`src/rtl/laser_rx_deserializer.sv`:
```
// Laser link receive deserializer.
// The raw photodiode line is synchronized, then the receiver locks to the start
// bit's falling edge and samples each bit in the middle of its period. Completed
// bytes are held for a valid/ready consumer. Framing errors and overruns are
// reported as single-cycle pulses.
module laser_rx_deserializer #(
    parameter int CLKS_PER_BIT = 8,
    parameter int DATA_BITS    = 8
) (
    input  logic                 clock,
    input  logic                 reset,
    input  logic                 rx_in,
    input  logic                 data_ready,
    output logic [DATA_BITS-1:0] data_out,
    output logic                 data_valid,
    output logic                 frame_error,
    output logic                 overrun,
    output logic                 busy
);

    localparam int CW = $clog2(CLKS_PER_BIT);
    localparam int IW = $clog2(DATA_BITS + 1);

    // The start bit is checked half a period in; every later bit is a full period on.
    localparam logic [CW-1:0] HALF_LAST = CW'(CLKS_PER_BIT / 2 - 1);
    localparam logic [CW-1:0] FULL_LAST = CW'(CLKS_PER_BIT - 1);
    localparam logic [IW-1:0] IDX_LAST  = IW'(DATA_BITS - 1);

    typedef enum logic [1:0] {IDLE, START, DATA, STOP} state_t;

    state_t                 state_q;
    logic [1:0]             sync_q;
    logic                   rx_prev_q;
    logic [CW-1:0]          bit_cnt_q;
    logic [IW-1:0]          bit_idx_q;
    logic [DATA_BITS-1:0]   shift_q;
    logic [DATA_BITS-1:0]   data_q;
    logic                   valid_q;
    logic                   ferr_q;
    logic                   ovr_q;
    logic                   busy_q;

    logic                   rx_s;
    logic                   fall_d;
    logic                   take_d;
    logic [DATA_BITS-1:0]   shift_d;

    assign rx_s    = sync_q[1];
    assign fall_d  = rx_prev_q & ~rx_s;
    assign take_d  = valid_q & data_ready;
    // LSB arrives first, so shifting in from the top leaves bit 0 at the bottom.
    assign shift_d = {rx_s, shift_q[DATA_BITS-1:1]};

    assign data_out    = data_q;
    assign data_valid  = valid_q;
    assign frame_error = ferr_q;
    assign overrun     = ovr_q;
    assign busy        = busy_q;

    // Synchronizer, edge detector, frame FSM and output holding register.
    always_ff @(posedge clock or posedge reset) begin
        if (reset) begin
            sync_q    <= 2'b11;
            rx_prev_q <= 1'b1;
            state_q   <= IDLE;
            bit_cnt_q <= '0;
            bit_idx_q <= '0;
            shift_q   <= '0;
            data_q    <= '0;
            valid_q   <= 1'b0;
            ferr_q    <= 1'b0;
            ovr_q     <= 1'b0;
            busy_q    <= 1'b0;
        end else begin
            sync_q    <= {sync_q[0], rx_in};
            rx_prev_q <= rx_s;
            ferr_q    <= 1'b0;
            ovr_q     <= 1'b0;

            // A consumer transfer clears the holder unless a new byte lands below.
            if (take_d) valid_q <= 1'b0;

            case (state_q)
                IDLE: begin
                    if (fall_d) begin
                        state_q   <= START;
                        bit_cnt_q <= '0;
                        busy_q    <= 1'b1;
                    end
                end
                START: begin
                    if (bit_cnt_q == HALF_LAST) begin
                        bit_cnt_q <= '0;
                        bit_idx_q <= '0;
                        if (!rx_s) begin
                            state_q <= DATA;
                        end else begin
                            // Line went back high before mid start bit: treat as noise.
                            state_q <= IDLE;
                            busy_q  <= 1'b0;
                        end
                    end else begin
                        bit_cnt_q <= bit_cnt_q + CW'(1);
                    end
                end
                DATA: begin
                    if (bit_cnt_q == FULL_LAST) begin
                        bit_cnt_q <= '0;
                        shift_q   <= shift_d;
                        bit_idx_q <= bit_idx_q + IW'(1);
                        if (bit_idx_q == IDX_LAST) state_q <= STOP;
                    end else begin
                        bit_cnt_q <= bit_cnt_q + CW'(1);
                    end
                end
                STOP: begin
                    if (bit_cnt_q == FULL_LAST) begin
                        bit_cnt_q <= '0;
                        state_q   <= IDLE;
                        busy_q    <= 1'b0;
                        if (rx_s) begin
                            // Load if the holder is empty or being emptied this cycle.
                            if (!valid_q || take_d) begin
                                data_q  <= shift_q;
                                valid_q <= 1'b1;
                            end else begin
                                ovr_q <= 1'b1;
                            end
                        end else begin
                            ferr_q <= 1'b1;
                        end
                    end else begin
                        bit_cnt_q <= bit_cnt_q + CW'(1);
                    end
                end
                default: begin
                    state_q <= IDLE;
                    busy_q  <= 1'b0;
                end
            endcase
        end
    end

endmodule
```
`config.mk`:
```
export PLATFORM = sky130hd
export DESIGN_NAME = laser_rx_deserializer
export DESIGN_NICKNAME = d
export VERILOG_FILES = /design/src/rtl/laser_rx_deserializer.sv
export SDC_FILE = /design/constraint.sdc
export NUM_CORES = 1
export LEC_CHECK = 0
export CAP_MARGIN = 20
export CORE_AREA = 2 2 55 57
export DETAILED_ROUTE_END_ITERATION = 12
export DIE_AREA = 0 0 57 59
export PLACE_DENSITY_LB_ADDON = 0.3
export REMOVE_ABC_BUFFERS = 1
export SYNTH_ARGS = -nofsm -noshare
export SYNTH_HDL_FRONTEND = slang
export SYNTH_SLANG_ARGS = --single-unit
```
`constraint.sdc`:
```
create_clock -name clock -period 2.2 [get_ports clock]
set_input_delay 0.22 -clock clock [delete_from_list [all_inputs] [get_ports clock]]
set_output_delay 0.22 -clock clock [all_outputs]
set_load 0.05 [all_outputs]
```
Yosys cells after proc, flatten, opt, wreduce, memory -nomap -nowiden
Index checks and enable logic that the tools add are counted.

Register bits: 32. Bits of input ports: 4. Output and inout port bits: 12. Logic and storage cells: 70.

Add/sub/neg operators: 2. Equal/unequal tests: 12. Muxes and demuxes: 31. Bitwise logic cells: 3. Reductions and logical operators: 11.

Operator list (count): 1-bit 2-to-1 mux (16); 2-bit 2-to-1 mux (6); 2-bit != test, second input constant (6); 5-bit AND reduction (2); 3-bit 2-to-1 mux (3); 3-bit case mux with 3 select lines (1); 4-bit 2-to-1 mux (2); 2-bit case mux with 4 select lines (1); 4-bit case mux with 2 select lines (1); 4-bit by 1-bit adder with 4-bit output, second input constant (1); 2-bit equality test, second input constant (2); 4-bit by 3-bit equality test with 1-bit output, second input constant (1); 4-bit AND reduction (1); 3-bit by 1-bit adder with 3-bit output, second input constant (1); 3-bit by 2-bit equality test with 1-bit output, second input constant (1); 3-bit equality test, second input constant (1); 1-bit case mux with 3 select lines (1); 3-bit AND reduction (1); 3-bit nonzero test (1); 1-bit AND (2); 2-bit by 1-bit equality test with 1-bit output, second input constant (1); 2-bit logical NOT (1); 2-bit AND reduction (1); 2-bit nonzero test (1); 4 further kinds (4).

Depth between registers and ports, before layout
Gate-level depths: netlist of the first run.

Depth in word-level cells: 6. Depth in mapped cells: 6. Gate-level depth less buffers: 6.

Worst setup path after synthesis of the first run
No wires, ideal clock.

Kind: register to register. Start: reg bit_cnt_q[0]. End: reg data_q[0], in the netlist data_out[0]. Library setup time: 0.125 ns. Arrival: 1.540 ns. Data required time: 2.075 ns. Setup slack: 0.535 ns. Cell stages (with the launch flop): 7. Path buffers: 1. Period minus slack after synthesis: 1.665 ns. Cells stage by stage: dfrtp_1 > ha_1 > ha_1 > nand4_2 > nor2b_4 > buf_12 > mux2_4.

Cells in the longest elaborated chain, start to end: 2.

Ends and longest elaborated chain: start: declaration (RTL line 34) `logic [CW-1:0] bit_cnt_q;`; start signal: assignment (RTL line 103) `bit_cnt_q <= bit_cnt_q + CW'(1);`; start signal: assignment (RTL line 113) `bit_cnt_q <= bit_cnt_q + CW'(1);`; start signal: assignment (RTL line 133) `bit_cnt_q <= bit_cnt_q + CW'(1);`; 3-bit equality test (RTL line 117) `if (bit_cnt_q == FULL_LAST) begin`; 4-bit AND reduction (no source line); end signal: assignment (RTL line 124) `data_q <= shift_q;`; end: declaration (RTL line 37) `logic [DATA_BITS-1:0] data_q;`.

No other way between the ends. A chain may end at the register's enable or synchronous reset.

Final worst setup path of the first run
Start: reg bit_cnt_q[0]. End: reg data_q[3], in the netlist data_out[3].

Same word-level chain as after synthesis.

==> flow_results.org, run 1 <==
** Drt
- Wirelength per Cell :: around 14 um
- Via density per instance :: between 5 and 6
- In this run the remaining antenna-violating nets after routing total 0.
- Number of detailed-routing iterations run before antenna repair :: 4
- The first routing iteration left 22 violations.
- Final wirelength :: around 2.3 mm
- Total number of vias :: just under 900
- DRC violation count after routing :: 0

** Timing
- For the pin with the worst max-slew slack, the measured transition is ~0.51 ns.
- RSZ-0062 raised after global routing :: no
- The worst pin sits at a relative slew slack of 66.2%.
- In the post-route analysis, the smallest setup slack over all paths is 0.329 ns.
- Final worst-path cycle share :: 85.1%
- Max frequency :: between 0.5 and 0.6 GHz
- Clock period minus worst slack :: around 1.9 ns
- Max Slew Vio Count :: 0
- Final setup skew :: 0.00972 ns
- Setup violations remaining at the end of the flow were counted as 0.
- Hold timing on the final database bottoms out at a slack of approximately 0.25 ns.
- Total negative slack :: 0 ns
- Number of endpoints with negative hold slack in the final report :: 0

** Place
- Worst setup slack after placement :: 0.331 ns
- Once placement completed, the tool counted placed cells totaling around 160.
- Routability congestion estimate from global placement :: ~0.8
- The placed instances occupy a cell area of ~1600 sq um.
- After legalization and detailed placement, the total HPWL measured between 1.5 and 2 mm.
- Buffers placed on the I/O ports in this run total 15.

** Logic synthesis
- Instance count of the mapped netlist :: 113
- Yosys printed 0 warnings.
- Proportion of synthesized chip area in sequential cells :: a little over half
- For this run, the leading register cell type out of synthesis is dfrtp_1.
- In this run, synthesis produced a sequential element count of 32.
- After synthesis the cells add up to around 1500 sq um.
- Count of different cell masters after synthesis :: 33
- Leading cell types by total area after synthesis :: dfrtp_1 (49%), mux2_4 (8.1%), mux2_2 (6.8%), dfstp_2 (5.3%), ha_1 (5.1%)
- Yosys mapped a number of flops with a built-in enable equal to 0.
- Of the post-synthesis cell area, the dominant cell type holds between 40 and 50%.
- Synth area leader :: dfrtp_1
- Async set or reset register ratio after synthesis :: 100%
- A synthesized cell averages 13.1 sq um.

** Pwr
- Summed over all cells, the static leakage comes to between 0.8 and 0.9 nW.
- Per report_power, the clock group accounts for ~27% of the total.
- Comb pwr share :: between 20% and 30%
- Dividing total power by cell area gives a power density of ~940 nW/um^2.
- Net switching is 31.7% of the power.
- Peak ir drop on the vdd network :: 0.000878 V
- The analysis attributes to net switching a power of 0.000507 W.
- Registers are responsible for 47.0% of the overall power.
- The internal power of the cells totals roughly 0.0011 W.

** GRT
- Number of antenna violations at the first check in global routing :: 0
- Largest net degree at the start of global routing :: 33
- Wire length of the first global-routing pass :: roughly 4.0 mm
- Gr usage total :: approximately 16%
- Summed over all layers, the global routing overflow is 0.
- Via count of the first global-routing pass :: just over 900

** Floorplan
- Die Footprint :: 3360 sq um
- The total area inside the core boundary comes to between 2000 and 3000 sq um.
- Die W :: 57 um
- Effective utilization at floorplan :: between 50% and 60%
- The floorplan step set the die height to between 50 and 60 um.
- # IOs :: 16
- Number of core rows :: 19

** Clock tree
- Number of hold-repair buffers added at the cts stage :: 0
- The later pin in the worst-skew pair is clocked with a latency of 0.34 ns.
- In this run the deepest clock path goes through 2 buffers.
- Number of clock sinks :: 32
- CTS H-Tree Depth :: 2
- TritonCTS built the clock tree.
- After clock tree synthesis, the repair step resized 0 gates.
- Total clock buffers created by CTS :: 5
- The cell sitting at the root of the clock tree is a clkbuf_4.
- Setup bufs post-CTS :: 0
- Worst-path clk slew :: 0.10 ns

** Final layout
- 0 antenna diodes ended up in the layout.
- After the flow finishes, the layout carries non-filler instances totaling 163.
- The area growth from synthesis to layout is 15.0%.
- Filler Cell Count :: about 230
- Once layout is done, the placed cells without fillers occupy around 1700 sq um.
- Summing all flip-flop and latch instances after layout gives 805 sq um.
- For this run, the post-layout net count is roughly 140.
- Cells with a size suffix above 1 make up about a quarter of the layout.
- Area used by multi-input combinational logic :: roughly 600 sq um

** Outcome
- The run finished with clean final reports.

** Worst setup path
- The worst setup path is of the reg2reg kind.
- Sort of element at the end of the critical path :: register
- For the worst setup path, the data required time is about 2.4 ns.
- Worst Setup Start Kind :: register
- Crit path buffers/inverters :: 0
- The largest single stage delay on the critical path is 0.39 ns.
- Cell at the slowest stage of the critical path :: dfrtp_1
- Largest fanout of any net on the critical path :: 8
- Critical path data arrival time :: approximately 2.1 ns
- The critical path goes through ha_1 > ha_1 > nand4_2 > nor2b_4 > mux2_4.
- In this design, the largest share of critical-path delay is due to adder cells.
- Among the stages of the critical path, the cell type that occurs most often is ha_1.

** Flow run
- The tool flagged a number of max-cap violations equal to 0.

** Min path
- The tightest min-delay check is of the in2async type.
power groups by stage:
stage	registers, W	clock network, W	logic, W
2_1_floorplan	0.000803	0	0.000255
3_3_place_gp	0.000758	0	0.000397
3_5_place_dp	0.000764	0	0.000413
4_1_cts	0.000754	0.000447	0.000419
5_1_grt	0.000767	0.000469	0.000470
6_report	0.000754	0.000434	0.000415
cell type report:
cell class	instances	share of cell area (%)
clock buffers	6	2.42
clock inverters	2	2.05
inverters	5	1.10
multi-input cells	70	35.3
flip-flops and latches	32	47.1
well taps	31	2.27
repair buffers	17	9.68
per-layer routing:
| layer | track usage, % | share of wire [%] |
|---|---|---|
| met1 | 18.7 | 43 |
| met2 | 27.3 | 50 |
| met3 | 4.59 | 3.9 |
| met4 | 11.0 | 3.0 |
| met5 | 0 | 0 |
cell usage after synthesis, types with 2 or more instances:
| cell | instances |
|---|---|
| dfrtp_1 | 29 |
| mux2_2 | 9 |
| mux2_4 | 8 |
| nand2_1 | 7 |
| a21oi_1 | 6 |
| ha_1 | 6 |
| nor2_1 | 6 |
| inv_1 | 5 |
| o21ai_0 | 4 |
| a211oi_1 | 3 |
| dfstp_2 | 3 |
| nand2b_1 | 3 |
| a21o_1 | 2 |
| buf_2 | 2 |
| buf_6 | 2 |
final timing paths:
kind	startpoint	end	slack, ns	cells after the start
max in group asynchronous	reset	sync_q[1]	1.62	3
min reg2reg	sync_q[0]	sync_q[1]	0.36	0
min	reset	shift_q[0]	0.25	3
max	bit_cnt_q[0]	data_out[3]	0.33	5
min in group clock	rx_in	sync_q[0]	0.29	1
max reg2reg	bit_cnt_q[0]	data_out[3]	0.33	5
tightest hold or removal path, stage by stage:
cell	delay [ns]
clkdlybuf4s50_1	0.39
inv_1	0.05
buf_4	0.34
flip-flops by register name, summed over array words and instances (netlist names), named ones only:
signal       cells
state_q          1
frame_error      1
bit_cnt_q        3
shift_q          8
data_out         8
bit_idx_q        4
overrun          1
data_valid       1
rx_prev_q        1
sync_q           2
busy             1
cell families (layout without fill, tap and decap cells):
logic type	after synthesis	count (layout)	synth area share, %
compound gates	21	21	9.70
fa+ha+maj	6	6	5.06
buf+inv	11	30	5.14
flops	32	32	54.2
mux	17	17	14.9
simple gates	26	26	11.0
per-stage QoR:
| step | utilization (%) | total power [W] |
|---|---|---|
| floorplan | - | 0.00106 |
| global placement | 60.2 | 0.00116 |
| detailed placement | 60.2 | 0.00118 |
| CTS | 63.0 | 0.00162 |
| global route | 63.0 | 0.00171 |
| finish | 63.0 | 0.00160 |
placed cells by master, fill, tap and decap left out, types with 4 or more instances in the layout:
master	Yosys	routed
nor2_1	6	6
clkdlybuf4s50_1	0	15
mux2_2	9	9
a21oi_1	6	6
inv_1	5	5
nand2_1	7	7
dfrtp_1	29	29
mux2_4	8	8
clkbuf_4	0	5
ha_1	6	6
o21ai_0	4	4
Note: power is estimated with default switching activity, not from simulation.
==> inputs of run 2 (changes only) <==
--- a/config.mk
+++ b/config.mk
@@ -7,6 +7,7 @@
 export LEC_CHECK = 0
 export CAP_MARGIN = 20
 export CORE_AREA = 2 2 55 57
+export CTS_CLUSTER_SIZE = 20
 export DETAILED_ROUTE_END_ITERATION = 12
 export DIE_AREA = 0 0 57 59
 export PLACE_DENSITY_LB_ADDON = 0.3
==> results of run 2 <==
The final DEF is identical to that of run 1; final timing and power are the same.
